`config.mk`:
```
export PLATFORM = sky130hd
export DESIGN_NAME = uart_cmd_engine
export DESIGN_NICKNAME = d
export VERILOG_FILES = /design/src/rtl/uart_cmd_pkg.sv /design/src/rtl/uart_cmd_reset_pulse.sv /design/src/rtl/uart_cmd_engine.sv
export SDC_FILE = /design/constraint.sdc
export NUM_CORES = 1
export LEC_CHECK = 0
export BUFFER_PORTS_ARGS = -buffer_cell sky130_fd_sc_hd__buf_2
export CORE_MARGIN = 3
export CORE_UTILIZATION = 35
export CTS_CLUSTER_SIZE = 25
export DETAILED_ROUTE_END_ITERATION = 16
export SYNTH_ARGS = -nofsm -noshare
export SYNTH_HDL_FRONTEND = slang
export SYNTH_SLANG_ARGS = --single-unit
export TNS_END_PERCENT = 50
```
`constraint.sdc`:
```
create_clock -name clock -period 3.7 [get_ports clock]
set_clock_uncertainty 0.2 [all_clocks]
set_input_delay 0.37 -clock clock [delete_from_list [all_inputs] [get_ports clock]]
set_output_delay 0.37 -clock clock [all_outputs]
set_load 0.01 [all_outputs]
```
`src/rtl/uart_cmd_pkg.sv`:
```
// rtl/uart_cmd_pkg.sv - opcodes, status codes and FSM states shared by the UART command engine
package uart_cmd_pkg;

  localparam logic [7:0] OP_RESET = 8'h00;
  localparam logic [7:0] OP_WRITE = 8'h01;
  localparam logic [7:0] OP_READ  = 8'h02;
  localparam logic [7:0] OP_PING  = 8'h03;

  localparam logic [7:0] ST_OK      = 8'h00;
  localparam logic [7:0] ST_TIMEOUT = 8'hE1;
  localparam logic [7:0] ST_UNKNOWN = 8'hEE;

  typedef enum logic [2:0] {
    S_IDLE,
    S_ARGS,
    S_WDATA,
    S_RD_ISSUE,
    S_RD_WAIT,
    S_RD_SEND,
    S_RST_PULSE,
    S_STATUS
  } state_e;

  function automatic logic is_known_op(input logic [7:0] op);
    return (op == OP_RESET) || (op == OP_WRITE) || (op == OP_READ) || (op == OP_PING);
  endfunction

endpackage

```
`src/rtl/uart_cmd_reset_pulse.sv`:
```
// rtl/uart_cmd_reset_pulse.sv - fixed-width reset pulse generator with start strobe and done flag
module uart_cmd_reset_pulse #(
  parameter int RESET_CYCLES = 200000
) (
  input  logic clock,
  input  logic reset_n,
  input  logic start,
  output logic pulse,
  output logic done
);

  localparam int CW = (RESET_CYCLES > 1) ? $clog2(RESET_CYCLES) : 1;
  localparam logic [CW-1:0] LAST = CW'(RESET_CYCLES - 1);

  logic [CW-1:0] cnt;

  always_ff @(posedge clock) begin
    if (!reset_n) begin
      pulse <= 1'b0;
      cnt   <= '0;
    end else if (start) begin
      pulse <= 1'b1;
      cnt   <= '0;
    end else if (pulse) begin
      if (cnt == LAST) begin
        pulse <= 1'b0;
      end else begin
        cnt <= cnt + 1'b1;
      end
    end
  end

  // done marks the final high cycle so the caller can leave in step with the pulse
  assign done = pulse && (cnt == LAST);

endmodule

```
`src/rtl/uart_cmd_engine.sv`:
```
// rtl/uart_cmd_engine.sv - framed UART command engine; UART_CMD_TIMEOUT_EN enables inter-byte timeout
module uart_cmd_engine
  import uart_cmd_pkg::*;
#(
  parameter int ADDR_BYTES     = 2,
  parameter int RESET_CYCLES   = 200000,
  parameter int TIMEOUT_CYCLES = 1000000,
  localparam int ADDR_W        = 8 * ADDR_BYTES
) (
  input  logic              clock,
  input  logic              reset_n,
  input  logic [7:0]        rx_byte,
  input  logic              rx_valid,
  output logic [7:0]        tx_byte,
  output logic              tx_valid,
  input  logic              tx_ready,
  output logic [ADDR_W-1:0] mem_addr,
  output logic [7:0]        mem_wdata,
  output logic              mem_we,
  output logic              mem_re,
  input  logic [7:0]        mem_rdata,
  output logic              reset_out,
  output logic              rx_overrun,
  output logic              busy
);

  state_e            state, state_nxt;
  logic [7:0]        opcode_q;
  logic [7:0]        len_q;
  logic [7:0]        arg_cnt;
  logic [7:0]        status_q;
  logic [7:0]        rdata_q;
  logic [7:0]        wdata_q;
  logic [ADDR_W-1:0] addr_q;
  logic              we_q;
  logic              last_q;
  logic              overrun_q;
  logic              rst_start;
  logic              rst_done;
  logic              timeout_hit;
  logic              args_done;

  assign args_done = (arg_cnt == 8'(ADDR_BYTES));

  uart_cmd_reset_pulse #(
    .RESET_CYCLES(RESET_CYCLES)
  ) u_reset_pulse (
    .clock  (clock),
    .reset_n(reset_n),
    .start  (rst_start),
    .pulse  (reset_out),
    .done   (rst_done)
  );

`ifdef UART_CMD_TIMEOUT_EN
  localparam int TW = $clog2(TIMEOUT_CYCLES + 1);
  logic [TW-1:0] tmo_cnt;
  logic          in_frame;

  // the wait after the last write byte is not host idle time, so it is not timed
  assign in_frame = (state == S_ARGS) || ((state == S_WDATA) && !last_q);

  always_ff @(posedge clock) begin
    if (!reset_n || !in_frame || rx_valid) begin
      tmo_cnt <= '0;
    end else begin
      tmo_cnt <= tmo_cnt + 1'b1;
    end
  end

  assign timeout_hit = in_frame && !rx_valid && (tmo_cnt == TW'(TIMEOUT_CYCLES - 1));
`else
  assign timeout_hit = 1'b0;
`endif

  always_ff @(posedge clock) begin
    if (!reset_n) begin
      state <= S_IDLE;
    end else begin
      state <= state_nxt;
    end
  end

  always_comb begin
    state_nxt = state;
    rst_start = 1'b0;
    case (state)
      S_IDLE: begin
        if (rx_valid) begin
          case (rx_byte)
            OP_RESET: begin
              state_nxt = S_RST_PULSE;
              rst_start = 1'b1;
            end
            OP_WRITE, OP_READ: state_nxt = S_ARGS;
            default:           state_nxt = S_STATUS;
          endcase
        end
      end
      S_ARGS: begin
        if (timeout_hit) begin
          state_nxt = S_STATUS;
        end else if (rx_valid && args_done) begin
          state_nxt = (opcode_q == OP_WRITE) ? S_WDATA : S_RD_ISSUE;
        end
      end
      S_WDATA: begin
        if (timeout_hit || (we_q && last_q)) begin
          state_nxt = S_STATUS;
        end
      end
      S_RD_ISSUE: state_nxt = S_RD_WAIT;
      S_RD_WAIT:  state_nxt = S_RD_SEND;
      S_RD_SEND: begin
        if (tx_ready) begin
          state_nxt = (len_q == 8'd0) ? S_STATUS : S_RD_ISSUE;
        end
      end
      S_RST_PULSE: begin
        if (rst_done) begin
          state_nxt = S_STATUS;
        end
      end
      S_STATUS: begin
        if (tx_ready) begin
          state_nxt = S_IDLE;
        end
      end
      default: state_nxt = S_IDLE;
    endcase
  end

  always_ff @(posedge clock) begin
    if (!reset_n) begin
      opcode_q  <= 8'd0;
      len_q     <= 8'd0;
      arg_cnt   <= 8'd0;
      status_q  <= 8'd0;
      rdata_q   <= 8'd0;
      wdata_q   <= 8'd0;
      addr_q    <= '0;
      we_q      <= 1'b0;
      last_q    <= 1'b0;
      overrun_q <= 1'b0;
    end else begin
      we_q <= 1'b0;
      case (state)
        S_IDLE: begin
          if (rx_valid) begin
            opcode_q <= rx_byte;
            addr_q   <= '0;
            arg_cnt  <= 8'd0;
            last_q   <= 1'b0;
            status_q <= is_known_op(rx_byte) ? ST_OK : ST_UNKNOWN;
          end
        end
        S_ARGS: begin
          if (rx_valid) begin
            if (args_done) begin
              len_q <= rx_byte;
            end else begin
              addr_q  <= ADDR_W'({addr_q, rx_byte});
              arg_cnt <= arg_cnt + 8'd1;
            end
          end
        end
        S_WDATA: begin
          // the address advances once its write strobe has gone out
          if (we_q) begin
            addr_q <= addr_q + 1'b1;
          end
          if (rx_valid && !last_q) begin
            we_q    <= 1'b1;
            wdata_q <= rx_byte;
            if (len_q == 8'd0) begin
              last_q <= 1'b1;
            end else begin
              len_q <= len_q - 8'd1;
            end
          end
        end
        S_RD_WAIT: rdata_q <= mem_rdata;
        S_RD_SEND: begin
          if (tx_ready) begin
            addr_q <= addr_q + 1'b1;
            if (len_q != 8'd0) begin
              len_q <= len_q - 8'd1;
            end
          end
        end
        default: ;
      endcase

      if (timeout_hit) begin
        status_q <= ST_TIMEOUT;
      end

      if (rx_valid && ((state == S_RD_ISSUE) || (state == S_RD_WAIT) || (state == S_RD_SEND) ||
                       (state == S_RST_PULSE) || (state == S_STATUS) ||
                       ((state == S_WDATA) && last_q))) begin
        overrun_q <= 1'b1;
      end
    end
  end

  assign mem_addr   = addr_q;
  assign mem_wdata  = wdata_q;
  assign mem_we     = we_q;
  assign mem_re     = (state == S_RD_ISSUE);
  assign tx_valid   = (state == S_STATUS) || (state == S_RD_SEND);
  assign tx_byte    = (state == S_RD_SEND) ? rdata_q : status_q;
  assign rx_overrun = overrun_q;
  assign busy       = (state != S_IDLE);

endmodule

```
==> results of run 1 <==
## sequential cells by signal, indices dropped and copies added, names as in the netlist
register / count
len_q: 8
u_reset_pulse.pulse: 1
state: 3
arg_cnt: 8
mem_addr: 16
opcode_q: 8
rx_overrun: 1
status_q: 1
mem_wdata: 8
last_q: 1
mem_we: 1
rdata_q: 8
u_reset_pulse.cnt: 18
## metrics by stage
step                instances  utilization  total power [µW]  cell area (µm²)
detailed placement        721        0.396              2380             4660
global placement          721        0.396              2360             4660
finish                    736        0.424              3360             4990
global route              736        0.424              3600             4990
CTS                       736        0.424              3380             4990
floorplan                 525            -              2130             4330
## per-layer routing
metal / track usage / up-vias
met1: 0.232 / 1955
met3: 0.0303 / 17
met2: 0.263 / 103
met5: 0 / -
met4: 0.0719 / 0
li1: - / 1995
## critical path, cell delays in order (launching register included)
cell	delay [ns]
dfxtp_1	0.72
or3b_1	0.53
o21ai_1	0.86
nor2_1	0.16
a32o_1	0.26
## logic make-up (layout without fill, tap and decap cells)
logic type      count (synthesis)  in the layout
compound gates                136            136
buf+inv                        44             91
mux                            18             18
flops                          82             82
simple gates                  221            221
xor+xnor                       18             18
fa+ha+maj                       6              6
## cell type report
type,instances,share of cell area
Multi-Input combinational cell,399,0.488
Timing Repair Buffer,63,0.0662
Clock buffer,11,0.0507
Sequential cell,82,0.329
Inverter,13,0.00978
Tap cell,164,0.0411
Clock inverter,4,0.0148
## worst max-delay path by stage
stage | depth (start not counted) | from | slack, ns | to
floorplan | 8 | arg_cnt[0] | 1.51 | len_q[2]
global placement | 4 | state[0] | 1.00 | mem_addr[11]
detailed placement | 4 | state[0] | 0.93 | mem_addr[11]
CTS | 4 | state[0] | 0.92 | mem_addr[11]
global route | 5 | state[1] | 0.64 | len_q[1]
finish | 4 | state[0] | 0.85 | mem_addr[11]
## layout by cell type (no fill, tap or decap), drive strengths merged, types with 4 or more instances in the layout
cell type / instances
nand2: 62
o21a: 4
or3: 9
o21ai: 28
xor2: 13
nor4: 8
o2111ai: 4
ha: 6
buf: 63
nor2: 66
dfxtp: 82
inv: 14
a31oi: 6
xnor2: 5
and3: 6
nand4: 9
and2: 4
a21o: 11
clkbuf: 11
o31ai: 6
a21oi: 37
mux2i: 18
a32o: 5
o211ai: 7
nor3: 12
nand3: 22
## report_power, final
| group | total, µW | switching, µW | internal, µW |
|---|---|---|---|
| logic | 1180 | 728 | 449 |
| registers | 1200 | 186 | 1020 |
| clock network | 982 | 357 | 625 |
| total | 3360 | 1270 | 2090 |
==> impl_metrics.ini, run 1 <==
[worst_setup_path]
timing.rr.start = state[0]
worst_setup_path_end_kind = flop
worstPathMaxFanout = 21
r2r_slack_ns = 0.85
worstSetupPathType = reg -> reg
crit_required_ns = 3.73
cp.arrival_ns = 2.88
start_kind = flop
reg2regPathDepth = 4
reg2reg_to = mem_addr[11]

[min_path]
min_path_cells = 3
hold_path_class = in -> reg
whs_endpoint = rdata_q[1]
hp-start = mem_rdata[1]

[finish]
antenna_cells = 0
n_fill_cell = 1175
regArea_um2 = 1640
fin_nets = 594
drive_above_1_share = 0.168
area_growth_pct = 15.3
multi_input_area_um2 = 2440

[synthesis]
netlist_instances = 525
synth_top_area_share = 0.379
synthArstFlopShare = 0
synth_cell_types = 73
ys.flop_type = dfxtp_1
netlist_top_cells_count = dfxtp_1, nor2_1, nand2_1, a21oi_1, o21ai_0
syn_avg_cell_area_um2 = 8.24
synth_compound_area_frac = 0.216
ys_ff_latch = 82
synth_xor_area_frac = 0.0364
ys_warn_count = 0
synthAdderAreaFrac = 0.0174
synth_top_area_cell = dfxtp_1
muxShareOfSynthArea = 0.0416
synth_edf_count = 0
yosysSeqAreaShare = 0.379
synth_most_common_cell = dfxtp_1
synth_nets = 551
synth_area_leaders = dfxtp_1, nor2_1, nand2_1, a21oi_1, mux2i_1
synth-simple-area-share = 0.250
synth_top_family_by_area = simple AND/OR/NAND/NOR gates
netlist_area_um2 = 4330

[route]
drt-pass1-iter-count = 5
top_layer_used = met4
drc = 0
routed_wl_mm = 11.1
vias = 4070
dr_wl_met2_mm = 5.17
routedWlPerCell_um = 15.1
m1WireLength_mm = 5.20
drt_iter0_drc = 290
via_per_inst = 5.53
ant_nets = 0
dr_wl_met3_um = 499

[floorplan]
die_height_um = 117
coreArea_um2 = 11800
ioPinCount = 58
start_util = 0.368
die-area_um2 = 13700
rows = 39
fp.dieW_um = 117

[sta]
tightest_slew_ns = 1.05
fin_crit_ns = 2.85
slew_violations = 0
setup_ws_ns = 0.847
fin_setup_tns_ns = 0
rsz0062_at_grt = false
setup_violations = 0
max_freq_ghz = 0.351
slew-limit-headroom = 0.299
finalHoldWorstSlack_ns = 0.0743
final_hold_viol_count = 0
finalCritPeriodShare = 0.771

[grt]
grt_max_degree = 37
grt_pass1_wl_mm = 18.6
grt_pass1_vias = 3782
grt.total_usage = 0.170
antenna_found_initial = 0
overflow = 0

[clock_network]
cts_max_level = 3
path_clk_slew_ns = 0.06
worstSkewPairLatency_ns = 0.34
cts_tree = yes
ctsResizeCount = 0
postCtsSetupBuffers = 0
cts_buffers = 9
cts_root_buffer = clkbuf_16
cts_buffer_depth = 2
cts.sinks = 82
ctsHoldBuffers = 0

[place]
io_buffers = 57
finalWeightedCongestion = 0.830
pre_cts_ws_ns = 0.934
dp_hpwl_mm = 7.79

[run]
cap_violations = 0

[power_and_ir_drop]
ir_drop_uv = 381
p_leak_uw = 0.00192
power.density_nw_per_um2 = 674

[outcome]
status = finished, final reports clean
Power figures use the tool's default switching activity.
==> run 2, diff against run 1 <==
--- a/config.mk
+++ b/config.mk
@@ -5,6 +5,7 @@
 export SDC_FILE = /design/constraint.sdc
 export NUM_CORES = 1
 export LEC_CHECK = 0
+export ABC_AREA = 1
 export BUFFER_PORTS_ARGS = -buffer_cell sky130_fd_sc_hd__buf_2
 export CORE_MARGIN = 3
 export CORE_UTILIZATION = 35
==> constraint.sdc (replaced) <==
create_clock -name clock -period 2.8 [get_ports clock]
set_clock_uncertainty 0.2 [all_clocks]
set_input_delay 0.28 -clock clock [delete_from_list [all_inputs] [get_ports clock]]
set_output_delay 0.28 -clock clock [all_outputs]
set_load 0.01 [all_outputs]
==> impl_metrics.ini, run 2 <==
[synthesis]
synth_top_area_cell = dfxtp_1
netlist_area_um2 = 4800
netlist_top_cells_count = nand2_1, nor2_1, dfxtp_1, inv_1, a21oi_1
yosysSeqAreaShare = 0.342
syn_avg_cell_area_um2 = 6.52
synth_cell_types = 35
ys_warn_count = 0
synthArstFlopShare = 0
synth_top_area_share = 0.342
ys.flop_type = dfxtp_1
synth_most_common_cell = nand2_1
ys_ff_latch = 82
synth_edf_count = 0
synth_area_leaders = dfxtp_1, nand2_1, nor2_1, a21oi_1, o21ai_0
synth_nets = 763
netlist_instances = 737

[sta]
slew-limit-headroom = 0.629
fin_setup_tns_ns = 0
finalHoldWorstSlack_ns = 0.0363
fin_crit_ns = 2.21
setup_violations = 0
setup_ws_ns = 0.593
max_freq_ghz = 0.453
slew_violations = 0
final_hold_viol_count = 0
finalCritPeriodShare = 0.788
rsz0062_at_grt = false
tightest_slew_ns = 0.556

[clock_network]
cts_max_level = 3
postCtsSetupBuffers = 0
cts.sinks = 82
cts_buffer_depth = 2
cts_root_buffer = clkbuf_16
cts_buffers = 9
worstSkewPairLatency_ns = 0.35
cts_tree = yes
path_clk_slew_ns = 0.06

[worst_setup_path]
critPathMaxStageDelay_ns = 0.61
worstPathMaxFanout = 10
crit_path_cell_trace = nand2_2 -> nor2_2 -> nand2_1 -> nand2_1 -> buf_2
crit_slowest_cell = dfxtp_1
worst_setup_path_end_kind = output pin
start_kind = flop
cp.arrival_ns = 1.73
worst-path-buf-inv = 1
crit_path_frequent_cell = nand2_1
crit_family = simple AND/OR/NAND/NOR gates
crit_required_ns = 2.32
worstSetupPathType = reg -> out

[grt]
overflow = 0
grt.total_usage = 0.173
antenna_found_initial = 0
grt_pass1_vias = 4193
grt_pass1_wl_mm = 20.7
grt_max_degree = 26

[place]
dp_hpwl_mm = 9.22
finalWeightedCongestion = 0.848
place_area_um2 = 5160
pre_cts_ws_ns = 0.632
io_buffers = 57

[finish]
n_fill_cell = 1437
largest_register_ffs = 18
drive_above_1_share = 0.173
regMostFlops = u_reset_pulse.cnt
final_common_cell = nand2_1
final_cell_mix = nand2_1, nor2_1, dfxtp_1
antenna_cells = 0
final_cell_area_um2 = 5550
fin_nets = 819
area_growth_pct = 15.5

[floorplan]
start_util = 0.360
coreArea_um2 = 13300
ioPinCount = 58
die_height_um = 123
die-area_um2 = 15200
fp.dieW_um = 123
rows = 42

[min_path]
hold_path_class = in -> reg

[route]
drt_iter0_drc = 362
routed_wl_mm = 12.6
via_per_inst = 4.82
drc = 0
vias = 4697
routedWlPerCell_um = 12.9
drt-pass1-iter-count = 6
ant_nets = 0

[power_and_ir_drop]
p_leak_uw = 0.00234
power.density_nw_per_um2 = 960
ir_drop_uv = 418
totalPowerFinal_uw = 5320

[outcome]
status = finished, final reports clean

[run]
cap_violations = 0
## run 2: cell count changes after synthesis, sizes merged, moves of 24 or more
cell,delta
o21ai,+24
a21oi,+24
nand3,+28
nand2,+137
inv,+56
nor2,+81
## run 2: cell families after synthesis
group | synth area share
adders and majority gates | 0.0156
xor gates and xnor gates | 0.0346
AOI/OAI and AO/OA | 0.136
DFF | 0.342
and+or+nand+nor | 0.380
buffers and inverters | 0.0922
## run 2: stage by stage
step,util,std cells
after floorplan,-,737
after global placement,0.387,952
after detailed placement,0.387,952
after CTS,0.416,974
after global routing,0.416,974
final,0.416,974
## run 2: layout make-up
cell class / instances / area, µm² / area share
multi-input combinational: 564 / 2720 / 0.490
tap: 176 / 220 / 0.0397
clock inverter: 7 / 100 / 0.0180
timing repair buffer: 67 / 375 / 0.0677
clock buffer: 9 / 225 / 0.0406
inverter: 69 / 267 / 0.0480
sequential: 82 / 1640 / 0.296
## run 2: tightest hold or removal path: stages
cell     delay [ns]
buf_2          0.08
o21ai_0        0.07
a21oi_1        0.11
## run 2: path summary, 6_finish.rpt
kind / end / from / slack, ns / depth (start not counted)
hold / removal: rdata_q[0] / mem_rdata[0] / 0.04 / 3
setup reg to reg: len_q[6] / state[0] / 0.63 / 9
setup / recovery: tx_byte[7] / state[0] / 0.59 / 5
hold reg to reg: opcode_q[4] / opcode_q[4] / 0.25 / 2
## run 2: per-layer routing
metal	global-route usage	up-vias	wire length (µm)
li1	-	2470	-
met2	0.264	118	5560
met3	0.0389	18	743
met1	0.239	2091	6030
met5	0	-	0
met4	0.0664	0	245
## run 2: power breakdown
part	total [µW]	leakage, µW	switching [µW]	internal, µW
combinational	2220	0.00152	1470	756
clock	1310	0.000154	524	789
sequential	1790	0.000669	323	1470
## run 2: what timing repair did
action,CTS,global route
gates resized for setup,0,0
hold buffers,6,0
hold endpoints to repair,6,0
